## src/rtl/peak_list_buffer_if.sv

```systemverilog
// Bus between a peak detector / consumer pair and peak_list_buffer.
// The DUT uses the slave view; the driving side uses the master view.
interface peak_list_buffer_if #(
  parameter int DEPTH  = 8,
  parameter int ADDR_W = 10,
  parameter int DATA_W = 8
);
  localparam int CNT_W = $clog2(DEPTH) + 1;

  logic              start;
  logic              peak_detected;
  logic [ADDR_W-1:0] peak_addr;
  logic [DATA_W-1:0] peak_value;
  logic              done;
  logic              rd_valid;
  logic              rd_ready;
  logic [ADDR_W-1:0] rd_addr;
  logic [DATA_W-1:0] rd_value;
  logic [CNT_W-1:0]  peak_count;
  logic              overflow;
  logic [ADDR_W-1:0] max_addr;
  logic [DATA_W-1:0] max_value;
  logic              max_valid;
  logic              run_complete;

  modport master (
    output start, peak_detected, peak_addr, peak_value, done, rd_ready,
    input  rd_valid, rd_addr, rd_value, peak_count, overflow,
           max_addr, max_value, max_valid, run_complete
  );

  modport slave (
    input  start, peak_detected, peak_addr, peak_value, done, rd_ready,
    output rd_valid, rd_addr, rd_value, peak_count, overflow,
           max_addr, max_value, max_valid, run_complete
  );
endinterface

```

## src/rtl/peak_list_buffer.sv

```systemverilog
// Collects detector peaks of one scan into a FWFT FIFO and tracks the
// largest peak of the run; the list is drained during and after the scan.
module peak_list_buffer #(
  parameter int DEPTH  = 8,
  parameter int ADDR_W = 10,
  parameter int DATA_W = 8
) (
  input  logic clk,
  input  logic reset,
  peak_list_buffer_if.slave bus
);
  localparam int PTR_W = $clog2(DEPTH);
  localparam int CNT_W = PTR_W + 1;

  typedef enum logic [1:0] {
    S_IDLE,
    S_COLLECT,
    S_REPORT
  } state_t;

  typedef struct packed {
    logic [ADDR_W-1:0] addr;
    logic [DATA_W-1:0] value;
  } entry_t;

  state_t            r_state;
  state_t            w_state_nxt;
  entry_t            r_mem [DEPTH];
  logic [PTR_W-1:0]  r_wr_ptr;
  logic [PTR_W-1:0]  r_rd_ptr;
  logic [CNT_W-1:0]  r_count;
  logic              r_overflow;
  logic [ADDR_W-1:0] r_max_addr;
  logic [DATA_W-1:0] r_max_value;
  logic              r_max_valid;

  logic w_rd_valid;
  logic w_full;
  logic w_pop;
  logic w_peak;
  logic w_push;
  logic w_drop;
  logic w_max_upd;

  // start wins over everything else in its cycle, so it masks peak handling.
  assign w_rd_valid = (r_state != S_IDLE) && (r_count != '0);
  assign w_full     = (r_count == CNT_W'(DEPTH));
  assign w_pop      = w_rd_valid && bus.rd_ready && !bus.start;
  assign w_peak     = (r_state == S_COLLECT) && bus.peak_detected && !bus.start;
  assign w_push     = w_peak && (!w_full || w_pop);
  assign w_drop     = w_peak && w_full && !w_pop;
  assign w_max_upd  = w_peak && (!r_max_valid || (bus.peak_value > r_max_value));

  // NOTE: every signal assigned in always_comb gets a default first, so no
  // path leaves it unassigned and no latch is inferred.
  always_comb begin
    w_state_nxt = r_state;
    if (bus.start) begin
      w_state_nxt = S_COLLECT;
    end else if ((r_state == S_COLLECT) && bus.done) begin
      w_state_nxt = S_REPORT;
    end
  end

  // NOTE: sequential state uses non-blocking assignments so every register
  // samples pre-edge values regardless of statement order.
  always_ff @(posedge clk or negedge reset) begin
    if (!reset) begin
      r_state <= S_IDLE;
    end else begin
      r_state <= w_state_nxt;
    end
  end

  // NOTE: storage has no reset; the pointers and count define which words are
  // meaningful, and leaving the array unreset lets it map onto RAM.
  always_ff @(posedge clk) begin
    if (w_push) begin
      r_mem[r_wr_ptr] <= '{addr: bus.peak_addr, value: bus.peak_value};
    end
  end

  always_ff @(posedge clk or negedge reset) begin
    if (!reset) begin
      r_wr_ptr <= '0;
      r_rd_ptr <= '0;
      r_count  <= '0;
    end else if (bus.start) begin
      r_wr_ptr <= '0;
      r_rd_ptr <= '0;
      r_count  <= '0;
    end else begin
      if (w_push) r_wr_ptr <= r_wr_ptr + 1'b1;
      if (w_pop)  r_rd_ptr <= r_rd_ptr + 1'b1;
      case ({w_push, w_pop})
        2'b10:   r_count <= r_count + 1'b1;
        2'b01:   r_count <= r_count - 1'b1;
        default: r_count <= r_count;
      endcase
    end
  end

  // Dropped peaks still compete for the maximum; ties keep the earlier address.
  always_ff @(posedge clk or negedge reset) begin
    if (!reset) begin
      r_overflow  <= 1'b0;
      r_max_addr  <= '0;
      r_max_value <= '0;
      r_max_valid <= 1'b0;
    end else if (bus.start) begin
      r_overflow  <= 1'b0;
      r_max_addr  <= '0;
      r_max_value <= '0;
      r_max_valid <= 1'b0;
    end else begin
      if (w_drop) r_overflow <= 1'b1;
      if (w_max_upd) begin
        r_max_addr  <= bus.peak_addr;
        r_max_value <= bus.peak_value;
        r_max_valid <= 1'b1;
      end
    end
  end

  assign bus.rd_valid     = w_rd_valid;
  assign bus.rd_addr      = r_mem[r_rd_ptr].addr;
  assign bus.rd_value     = r_mem[r_rd_ptr].value;
  assign bus.peak_count   = r_count;
  assign bus.overflow     = r_overflow;
  assign bus.max_addr     = r_max_addr;
  assign bus.max_value    = r_max_value;
  assign bus.max_valid    = r_max_valid;
  assign bus.run_complete = (r_state == S_REPORT);
endmodule

```

## src/flat_wrapper.sv

```systemverilog
// flat-port wrapper written by rule: the top's interface ports become plain ports
module peak_list_buffer_flat 
#(
  parameter int DEPTH  = 8,
  parameter int ADDR_W = 10,
  parameter int DATA_W = 8
)
  (clk, reset, bus_start, bus_peak_detected, bus_peak_addr, bus_peak_value, bus_done, bus_rd_ready, bus_rd_valid, bus_rd_addr, bus_rd_value, bus_peak_count, bus_overflow, bus_max_addr, bus_max_value, bus_max_valid, bus_run_complete);
  peak_list_buffer_if #(.DEPTH(DEPTH), .ADDR_W(ADDR_W), .DATA_W(DATA_W)) bus_i ();
  input  logic clk;
  input  logic reset;
  input wire logic [$bits(bus_i.start)-1:0] bus_start;
  input wire logic [$bits(bus_i.peak_detected)-1:0] bus_peak_detected;
  input wire logic [$bits(bus_i.peak_addr)-1:0] bus_peak_addr;
  input wire logic [$bits(bus_i.peak_value)-1:0] bus_peak_value;
  input wire logic [$bits(bus_i.done)-1:0] bus_done;
  input wire logic [$bits(bus_i.rd_ready)-1:0] bus_rd_ready;
  output wire logic [$bits(bus_i.rd_valid)-1:0] bus_rd_valid;
  output wire logic [$bits(bus_i.rd_addr)-1:0] bus_rd_addr;
  output wire logic [$bits(bus_i.rd_value)-1:0] bus_rd_value;
  output wire logic [$bits(bus_i.peak_count)-1:0] bus_peak_count;
  output wire logic [$bits(bus_i.overflow)-1:0] bus_overflow;
  output wire logic [$bits(bus_i.max_addr)-1:0] bus_max_addr;
  output wire logic [$bits(bus_i.max_value)-1:0] bus_max_value;
  output wire logic [$bits(bus_i.max_valid)-1:0] bus_max_valid;
  output wire logic [$bits(bus_i.run_complete)-1:0] bus_run_complete;
  assign bus_i.start = bus_start;
  assign bus_i.peak_detected = bus_peak_detected;
  assign bus_i.peak_addr = bus_peak_addr;
  assign bus_i.peak_value = bus_peak_value;
  assign bus_i.done = bus_done;
  assign bus_i.rd_ready = bus_rd_ready;
  assign bus_rd_valid = bus_i.rd_valid;
  assign bus_rd_addr = bus_i.rd_addr;
  assign bus_rd_value = bus_i.rd_value;
  assign bus_peak_count = bus_i.peak_count;
  assign bus_overflow = bus_i.overflow;
  assign bus_max_addr = bus_i.max_addr;
  assign bus_max_value = bus_i.max_value;
  assign bus_max_valid = bus_i.max_valid;
  assign bus_run_complete = bus_i.run_complete;
  peak_list_buffer #(.DEPTH(DEPTH), .ADDR_W(ADDR_W), .DATA_W(DATA_W)) u_core (.clk(clk), .reset(reset), .bus(bus_i));
endmodule
```

## config.mk

```make
export PLATFORM = sky130hd
export DESIGN_NAME = peak_list_buffer_flat
export DESIGN_NICKNAME = d
export VERILOG_FILES = /design/src/rtl/peak_list_buffer_if.sv /design/src/rtl/peak_list_buffer.sv /design/src/flat_wrapper.sv
export SDC_FILE = /design/constraint.sdc
export NUM_CORES = 1
export LEC_CHECK = 0
export BUFFER_PORTS_ARGS = -buffer_cell sky130_fd_sc_hd__buf_4
export CAP_MARGIN = 20
export CORE_MARGIN = 2
export CORE_UTILIZATION = 40
export DETAILED_ROUTE_END_ITERATION = 16
export PLACE_DENSITY_LB_ADDON = 0.2
export SYNTH_ARGS = -nofsm -noshare
export SYNTH_HDL_FRONTEND = slang
export SYNTH_SLANG_ARGS = --single-unit
```

## constraint.sdc

```tcl
create_clock -name clk -period 4 [get_ports clk]
set_input_delay 0.6 -clock clk [delete_from_list [all_inputs] [get_ports clk]]
set_output_delay 0.6 -clock clk [all_outputs]
set_load 0.02 [all_outputs]
```

==> results.json, run 1 <==
{
  "root_buffer": "clkbuf_16",
  "p_int_w": 0.00347,
  "ys_seq_area_share_pct": 69.8,
  "status": "finished, final reports clean",
  "switching_share_pct": 25.6,
  "grt_pass1_wl_um": 22800,
  "cp_common_cell": "buf_4",
  "maxCapViolCount": 0,
  "post_cts_buffers": 0,
  "crit_family": "multiplexers",
  "cts_hold_buffers": 0,
  "gp_congestion": 0.820,
  "arrival_ns": 2.50,
  "ys_top_cells_by_area": "edfxtp_1, mux4_2, dfrtp_1, nand2b_1, mux2_2",
  "fin_crit_ns": 3.10,
  "grt_pass1_vias": 4015,
  "overflow": 0,
  "drv_slew": 0,
  "grt_setup_unrepaired": "false",
  "clock_skew_ns": 0.00444,
  "synth_top_cell_by_area": "edfxtp_1",
  "cts_resized": 0,
  "reg2reg_from": "u_core.r_state[0]",
  "cp_num_buf_inv": 2,
  "setup-tns-final_ns": 0,
  "first_pass_iters": 4,
  "synth_xor_xnor_area_share_pct": 0.477,
  "register_area_um2": 5130,
  "required_ns": 3.40,
  "synth_fa_ha_area_share_pct": 2.32,
  "fp-row-count": 49,
  "ff2ff_path_depth": 8,
  "numPortBuffers": 67,
  "n_antenna_cell": 0,
  "cp_max_fo": 36,
  "synth_edf_count": 144,
  "clk_path_buf_depth": 2,
  "syn_nets": 442,
  "synth-seq-cells": 176,
  "ios": 68,
  "drc": 0,
  "yosys.area_share.simple_pct": 6.72,
  "globalRouteTotalUtil_pct": 15.7,
  "power.leakage_nw": 3.13,
  "cts_buffers": 17,
  "antenna_found_initial": 0,
  "crit_chain": "buf_4 -> mux4_2 -> mux2_2 -> buf_4",
  "irDropWorstVdd_v": 0.000319,
  "drive_gt1_share_pct": 34.5,
  "synth_top_family_by_area": "multiplexers",
  "die_w_um": 139,
  "dpl.hpwl_um": 8850,
  "vias": 3816,
  "cp-startpoint": "u_core.r_rd_ptr[0]",
  "wl_per_cell_um": 19.8,
  "synthCells": 405,
  "cts.sinks": 176,
  "area_growth_pct": 19.4,
  "multiInputGateArea_um2": 2100,
  "die_area_um2": 19400,
  "combinationalPowerShare_pct": 19.5,
  "holdCritPathClass": "in2async",
  "critPathCaptureType": "output port",
  "clkPwrFrac_pct": 35.6,
  "r2r_slack_ns": 1.21,
  "nNetsFinal": 524,
  "finalSetupViolCount": 0,
  "synth_compound_area_share_pct": 1.99,
  "synth_flop_cell": "edfxtp_1",
  "cts.clk_slew.worst_paths_ns": 0.06,
  "fmax_mhz": 323,
  "pwr-share-seq_pct": 45.0,
  "synth_top_area_share_pct": 58.9,
  "viasPerCell": 5.25,
  "drtIter0Drc": 301,
  "cp-start-kind": "flip-flop",
  "cp.depth": 4,
  "fill_cells": 1510,
  "h-tree-depth": 4,
  "synth_warnings": 0,
  "synth.distinct_cells": 42,
  "fin_ws_ns": 0.900,
  "cp-endpoint": "bus_rd_value[7]",
  "grt_max_degree": 55,
  "r2r-end": "u_core.bus.peak_count[3]",
  "cts_tree": "done",
  "muxShareOfSynthArea_pct": 16.9,
  "max_stage_delay_ns": 0.60,
  "power_w": 0.00466,
  "design.core.area_um2": 18000,
  "crit_slowest_cell": "buf_4",
  "syn_area_um2": 7340,
  "die_y_um": 139,
  "synth.avg_cell_area_um2": 18.1,
  "cellPowerDensity_nw_per_um2": 532,
  "worstMarginPinSlew_ns": 0.753,
  "critical_path_class": "reg2out",
  "ant_nets": 0,
  "period_share_pct": 77.5,
  "p_sw_w": 0.00120,
  "dp_slack_ns": 1.02,
  "async_flop_share_pct": 18.2,
  "finalHoldViolCount": 0,
  "start_util_pct": 40.9,
  "routed_wl_um": 14400,
  "slew_headroom_pct": 49.6,
  "clk_latency_ns": 0.43
}
## per-stage QoR
step           std cells  utilization [%]  instance area, um^2  hold slack (ns)
6_report             727             48.8                 8760            0.109
5_1_grt              727             48.8                 8760            0.133
4_1_cts              726             48.6                 8740            0.117
3_5_place_dp         696             45.4                 8150            0.494
3_3_place_gp         696             45.4                 8150            0.488
2_1_floorplan        405                -                 7340            0.304
## routing by layer
| layer | wire, um | up-vias | global-route usage, % |
|---|---|---|---|
| li1 | - | 1734 | - |
| met1 | 6360 | 1971 | 21.4 |
| met2 | 6980 | 85 | 24.7 |
| met3 | 782 | 26 | 4.20 |
| met4 | 276 | 0 | 5.48 |
| met5 | 0 | - | 0 |
## cells in the mapped netlist (2+ instances only)
master      n
nor2_1     21
a21oi_1     3
a21o_1      5
xnor2_1     2
edfxtp_1  144
clkbuf_1    9
a211oi_1    2
xor2_1      2
mux2_2     18
a31oi_1     2
mux2_1      3
mux2i_1    19
buf_6       2
nor3_1      2
nand2b_1   41
nor2b_1     3
ha_1       12
nand3_1     3
nand3b_1    3
nor4_1      2
buf_4       3
mux4_2     36
buf_1       2
inv_1       8
dfrtp_1    32
buf_2       2
nand2_1     9
## placed cells by master (no fill, tap or decap), drive strengths merged, types with 5 or more instances in the layout
cell and count:
nand2b 41, a21o 5, mux2i 19, mux2 21
nand2 9, nor2 21, inv 11, buf 82
dfrtp 32, clkinv 6, ha 12, edfxtp 144
clkbuf 17, mux4 36
## worst register-to-register path, stage by stage (launching register included)
cell and delay, ns:
dfrtp_1 0.45, o21ai_1 0.23, nor4_1 0.59, ha_1 0.34, a21o_1 0.15, a21o_1 0.20, or4_1 0.41, a21o_1 0.19
a31oi_1 0.14
## power by group through the flow
| stage | logic [W] | registers, W | clock network (W) |
|---|---|---|---|
| final | 0.000908 | 0.00210 | 0.00166 |
| after global placement | 0.000925 | 0.00213 | 0 |
| after detailed placement | 0.000927 | 0.00214 | 0 |
| after floorplan | 0.000612 | 0.00216 | 0 |
| after global routing | 0.000993 | 0.00211 | 0.00176 |
| after CTS | 0.000929 | 0.00210 | 0.00169 |
## worst min-delay path by stage
| stage | start | cells past startpoint | slack (ns) | end |
|---|---|---|---|---|
| after floorplan | reset | 0 | 0.30 | u_core.bus.max_addr[0] |
| after global placement | u_core.bus.overflow | 2 | 0.49 | u_core.bus.overflow |
| after detailed placement | u_core.bus.overflow | 2 | 0.49 | u_core.bus.overflow |
| after CTS | reset | 1 | 0.12 | u_core.bus.max_valid |
| after global routing | reset | 1 | 0.13 | u_core.bus.max_value[2] |
| final | reset | 1 | 0.11 | u_core.bus.max_value[2] |
## kinds of logic (layout without fill, tap and decap cells)
| group | count (synthesis) | after routing |
|---|---|---|
| xor+xnor | 4 | 4 |
| buf+inv | 27 | 120 |
| compound gates | 19 | 19 |
| fa+ha+maj | 13 | 13 |
| mux | 76 | 76 |
| flops | 176 | 176 |
| simple gates | 90 | 90 |
## state kept, by name, indices dropped and copies added, names as in the netlist
name,flops
u_core.r_rd_ptr,3
u_core.r_wr_ptr,3
u_core.bus.peak_count,4
u_core.r_state,2
u_core.bus.overflow,1
u_core.bus.max_value,8
u_core.bus.max_valid,1
u_core.bus.max_addr,10
u_core.r_mem,144
## final cells by class
cell class	instances	area share, %
repair buffers	82	7.25
well taps	229	3.27
clock buffers	17	4.85
inverters	8	0.343
flip-flops and latches	176	58.5
multi-input cells	202	23.9
clock inverters	13	1.87
(Power assumes the default switching activity.)
==> run 2: changes to the inputs <==
==> constraint.sdc (replaced) <==
create_clock -name clk -period 2.9 [get_ports clk]
set_input_delay 0.435 -clock clk [delete_from_list [all_inputs] [get_ports clk]]
set_output_delay 0.435 -clock clk [all_outputs]
set_load 0.02 [all_outputs]
==> results.json, run 2 (synthesis results as in run 1) <==
{
  "reg2reg_from": "u_core.bus.peak_count[1]",
  "cts.sinks": 176,
  "ios": 68,
  "vias": 3815,
  "worstMarginPinSlew_ns": 0.465,
  "mostFrequentLayoutCell": "edfxtp_1",
  "cp_max_fo": 16,
  "top_register": "u_core.r_mem",
  "pwr-share-seq_pct": 45.7,
  "wl_per_cell_um": 20.1,
  "drv_slew": 0,
  "grt_pass1_wl_um": 23500,
  "holdCritPathClass": "in2reg",
  "grt_max_degree": 54,
  "status": "finished, final reports clean",
  "finalHoldViolCount": 0,
  "finalSetupViolCount": 0,
  "clkPwrFrac_pct": 33.6,
  "clk_path_buf_depth": 2,
  "hold_slack_ns": 0.245,
  "fin_crit_ns": 2.67,
  "start_util_pct": 40.9,
  "design.core.area_um2": 18000,
  "r2r_slack_ns": 0.38,
  "globalRouteTotalUtil_pct": 16.4,
  "power.leakage_nw": 3.16,
  "cts_resized": 0,
  "arrival_ns": 2.24,
  "nNetsFinal": 532,
  "r2r-end": "u_core.bus.peak_count[3]",
  "p_sw_w": 0.00164,
  "fp-row-count": 49,
  "fmax_mhz": 374,
  "clock_skew_ns": 0.00969,
  "critPathCaptureType": "output port",
  "numPortBuffers": 67,
  "irDropWorstVdd_v": 0.000426,
  "p_int_w": 0.00475,
  "grt_pass1_vias": 4087,
  "area_growth_pct": 20.3,
  "grt_setup_unrepaired": "false",
  "switching_share_pct": 25.7,
  "root_buffer": "clkbuf_16",
  "maxCapViolCount": 0,
  "die_area_um2": 19400,
  "combinationalPowerShare_pct": 20.7,
  "cp-endpoint": "bus_rd_value[5]",
  "antenna_found_initial": 0,
  "ant_nets": 0,
  "cts_tree": "done",
  "first_pass_iters": 4,
  "post_cts_buffers": 0,
  "die_y_um": 139,
  "n_antenna_cell": 0,
  "slew_headroom_pct": 68.8,
  "cts.clk_slew.worst_paths_ns": 0.06,
  "min_path_cells": 1,
  "drc": 0,
  "fill_cells": 1526,
  "period_share_pct": 92.1,
  "drtIter0Drc": 277,
  "setup-tns-final_ns": 0,
  "cp-start-kind": "flip-flop",
  "dpl.hpwl_um": 9190,
  "cellPowerDensity_nw_per_um2": 723,
  "cts_buffers": 17,
  "power_w": 0.00638,
  "layout_common_cells": "edfxtp_1, buf_4, nand2b_1",
  "largest_register_ff_count": 144,
  "drive_gt1_share_pct": 34.5,
  "die_w_um": 139,
  "viasPerCell": 5.18,
  "gp_congestion": 0.775,
  "routed_wl_um": 14800,
  "h-tree-depth": 4,
  "required_ns": 2.47,
  "overflow": 0,
  "cp-startpoint": "u_core.r_rd_ptr[0]",
  "clk_latency_ns": 0.43,
  "ff2ff_path_depth": 8,
  "critical_path_class": "reg2out"
}
[run 2: cell count changes in the layout (fill, tap and decap cells not counted), sizes merged]
| cell | previous run | this run |
|---|---|---|
| inv | 11 | 9 |
| buf | 82 | 89 |
| clkbuf | 17 | 19 |
| clkinv | 6 | 8 |
| bufinv | 3 | 2 |
| dlygate4sd3 | 0 | 1 |
[run 2: metrics by stage]
step,instance area (um^2),utilization (%),worst slack [ns],std cells
finish,8830,49.2,0.228,736
global route,8830,49.2,0.106,736
CTS,8830,49.2,0.149,736
detailed placement,8270,46.0,0.335,704
global placement,8270,46.0,0.401,704
floorplan,7340,-,0.0120,405
[run 2: worst min-delay path by stage]
| stage | startpoint | slack (ns) | end |
|---|---|---|---|
| 2_1_floorplan | reset | 0.14 | u_core.bus.max_addr[0] |
| 3_3_place_gp | reset | 0.42 | u_core.bus.max_value[1] |
| 3_5_place_dp | reset | 0.42 | u_core.bus.max_value[2] |
| 4_1_cts | bus_peak_addr[3] | 0.23 | u_core.r_mem[7][11] |
| 5_1_grt | bus_peak_addr[3] | 0.23 | u_core.r_mem[3][11] |
| 6_report | bus_peak_addr[4] | 0.25 | u_core.r_mem[7][12] |
[run 2: critical path, stage by stage, from the launching register on]
cell and delay (ns):
dfrtp_2 0.58, buf_12 0.24, mux4_2 0.52, mux2_2 0.29, buf_4 0.16
[run 2: power groups by stage]
stage,combinational [W],sequential [W],clock [W]
finish,0.00132,0.00292,0.00215
detailed placement,0.00135,0.00297,0
global placement,0.00133,0.00297,0
floorplan,0.000845,0.00298,0
CTS,0.00136,0.00292,0.00221
global route,0.00144,0.00294,0.00231
[run 2: repair_timing]
action / 4_1_cts / 5_1_grt
hold endpoints to repair: 32 / 0
hold buffers: 1 / 0
endpoints found under the setup margin: 0 / 0
[run 2: final cells by class]
cell class / count / area (um^2) / share of cell area (%)
Clock buffer: 19 / 433 / 4.90
Clock inverter: 12 / 119 / 1.35
Inverter: 8 / 30.0 / 0.340
Multi-Input combinational cell: 202 / 2100 / 23.7
Sequential cell: 176 / 5130 / 58.0
Tap cell: 229 / 287 / 3.24
Timing Repair Buffer: 90 / 741 / 8.39
[run 2: routing by layer]
metal	global-route usage [%]	share of wire (%)	vias up
met1	21.3	43	1958
met2	26.9	51	88
met5	0	0	-
met3	4.13	4.5	20
met4	5.90	1.6	0
li1	-	-	1749
==> run 3: changes to the inputs <==
--- a/config.mk
+++ b/config.mk
@@ -11,6 +11,7 @@
 export CORE_UTILIZATION = 40
 export DETAILED_ROUTE_END_ITERATION = 16
 export PLACE_DENSITY_LB_ADDON = 0.2
+export RECOVER_POWER = 50
 export SYNTH_ARGS = -nofsm -noshare
 export SYNTH_HDL_FRONTEND = slang
 export SYNTH_SLANG_ARGS = --single-unit
==> results.json, run 3 (synthesis results as in run 1) <==
{
  "crit_slowest_cell": "dfrtp_2",
  "h-tree-depth": 4,
  "drc": 0,
  "finalHoldViolCount": 0,
  "n_antenna_cell": 0,
  "largest_register_ff_count": 144,
  "gp_congestion": 0.775,
  "slew_headroom_pct": -29.1,
  "grt_setup_unrepaired": "false",
  "hold_slack_ns": 0.273,
  "grt_pass1_wl_um": 23500,
  "register_area_um2": 5130,
  "cts.clk_slew.worst_paths_ns": 0.06,
  "fmax_mhz": 375,
  "cp.depth": 4,
  "overflow": 0,
  "max_stage_delay_ns": 0.58,
  "viasPerCell": 5.17,
  "maxCapViolCount": 1,
  "mostFrequentLayoutCell": "edfxtp_1",
  "fin_ws_ns": 0.231,
  "die_y_um": 139,
  "top_register": "u_core.r_mem",
  "required_ns": 2.47,
  "cellPowerDensity_nw_per_um2": 732,
  "wl_per_cell_um": 20.1,
  "nNetsFinal": 532,
  "vias": 3802,
  "dpl.hpwl_um": 9190,
  "die_area_um2": 19400,
  "fp-row-count": 49,
  "ant_nets": 0,
  "critical_path_class": "reg2out",
  "routed_wl_um": 14800,
  "dpl-instance-area_um2": 8270,
  "dp_slack_ns": 0.335,
  "grt_max_degree": 54,
  "cp_num_buf_inv": 2,
  "violations": "capacitance limit, slew limit",
  "min_path_cells": 3,
  "cp-start-kind": "flip-flop",
  "cts_tree": "done",
  "design.core.area_um2": 18000,
  "cts.sinks": 176,
  "status": "finished with violations",
  "area_growth_pct": 18.4,
  "first_pass_iters": 4,
  "fin_crit_ns": 2.67,
  "clock_skew_ns": 0.00996,
  "cts_buffers": 17,
  "worstMarginPinSlew_ns": 1.94,
  "drive_gt1_share_pct": 27.0,
  "ff2ff_path_depth": 8,
  "antenna_found_initial": 0,
  "holdCritPathClass": "in2reg",
  "fill_cells": 1554,
  "finalSetupViolCount": 0,
  "ios": 68,
  "root_buffer": "clkbuf_16",
  "arrival_ns": 2.23,
  "multiInputGateArea_um2": 2090,
  "critPathCaptureType": "output port",
  "drv_slew": 33,
  "period_share_pct": 92.0,
  "layout_common_cells": "edfxtp_1, buf_4, nand2b_1",
  "clk_latency_ns": 0.43,
  "globalRouteTotalUtil_pct": 16.4,
  "die_w_um": 139,
  "crit_family": "multiplexers",
  "cts_resized": 0,
  "numPortBuffers": 67,
  "irDropWorstVdd_v": 0.000421,
  "clk_path_buf_depth": 2,
  "drtIter0Drc": 283,
  "power.leakage_nw": 3.02,
  "crit_chain": "buf_12 -> mux4_2 -> mux2_2 -> buf_4",
  "setup-tns-final_ns": 0,
  "start_util_pct": 40.9,
  "cp_max_fo": 16,
  "grt_pass1_vias": 4087,
  "final_cell_area_um2": 8690
}
run 3: cell count changes in the layout (fill, tap and decap cells not counted), sizes merged:
cell,previous run,this run
buf,89,52
clkbuf,19,56
run 3: final cells by class:
type | count | share of cell area (%)
sequential | 176 | 59.0
multi-input combinational | 202 | 24.1
timing repair buffer | 90 | 6.93
clock buffer | 19 | 4.98
tap | 229 | 3.30
clock inverter | 12 | 1.37
inverter | 8 | 0.346
run 3: timing repair:
| item | in CTS | in global routing |
|---|---|---|
| setup endpoints to repair | 0 | 0 |
| endpoints found under the hold margin | 32 | 0 |
| buffers inserted | 0 | 0 |
| hold buffers | 1 | 0 |
run 3: metal layers:
| metal | vias to the layer above | routed length (um) | global-route usage [%] |
|---|---|---|---|
| met5 | - | 0 | 0 |
| met2 | 89 | 7540 | 26.9 |
| met1 | 1946 | 6220 | 21.3 |
| met4 | 0 | 221 | 5.90 |
| met3 | 19 | 812 | 4.13 |
| li1 | 1748 | - | - |
run 3: worst reg2reg max path, stage by stage, from the launching register on:
cell and delay [ns]:
dfrtp_1 0.46, nor4_1 0.45, nor4_1 0.13, ha_1 0.31, a21o_1 0.16, a21o_1 0.20
or4_1 0.40, a21o_1 0.19, a31oi_1 0.14
run 3: path summary, 6_finish.rpt:
check                                    startpoint                       end  slack [ns]
setup / recovery                 u_core.r_rd_ptr[0]           bus_rd_value[5]        0.23
min in group asynchronous                     reset   u_core.bus.max_value[1]        1.08
hold reg to reg                 u_core.bus.overflow       u_core.bus.overflow        0.51
max in group asynchronous                     reset        u_core.r_rd_ptr[0]        0.56
hold / removal                             bus_done         u_core.r_state[1]        0.27
setup reg to reg           u_core.bus.peak_count[1]  u_core.bus.peak_count[3]        0.39
run 3: where the power goes:
group | switching (W) | internal (W) | leakage [nW] | total [W]
clock | 0.000897 | 0.00125 | 0.267 | 0.00215
combinational | 0.000638 | 0.000654 | 1.03 | 0.00129
sequential | 0.000101 | 0.00281 | 1.72 | 0.00292
run 3: metrics by stage:
| stage | power, W | utilization, % | instances |
|---|---|---|---|
| floorplan | 0.00382 | - | 405 |
| global placement | 0.00429 | 46.0 | 704 |
| detailed placement | 0.00432 | 46.0 | 704 |
| CTS | 0.00649 | 49.2 | 736 |
| global route | 0.00665 | 48.4 | 736 |
| finish | 0.00636 | 48.4 | 736 |
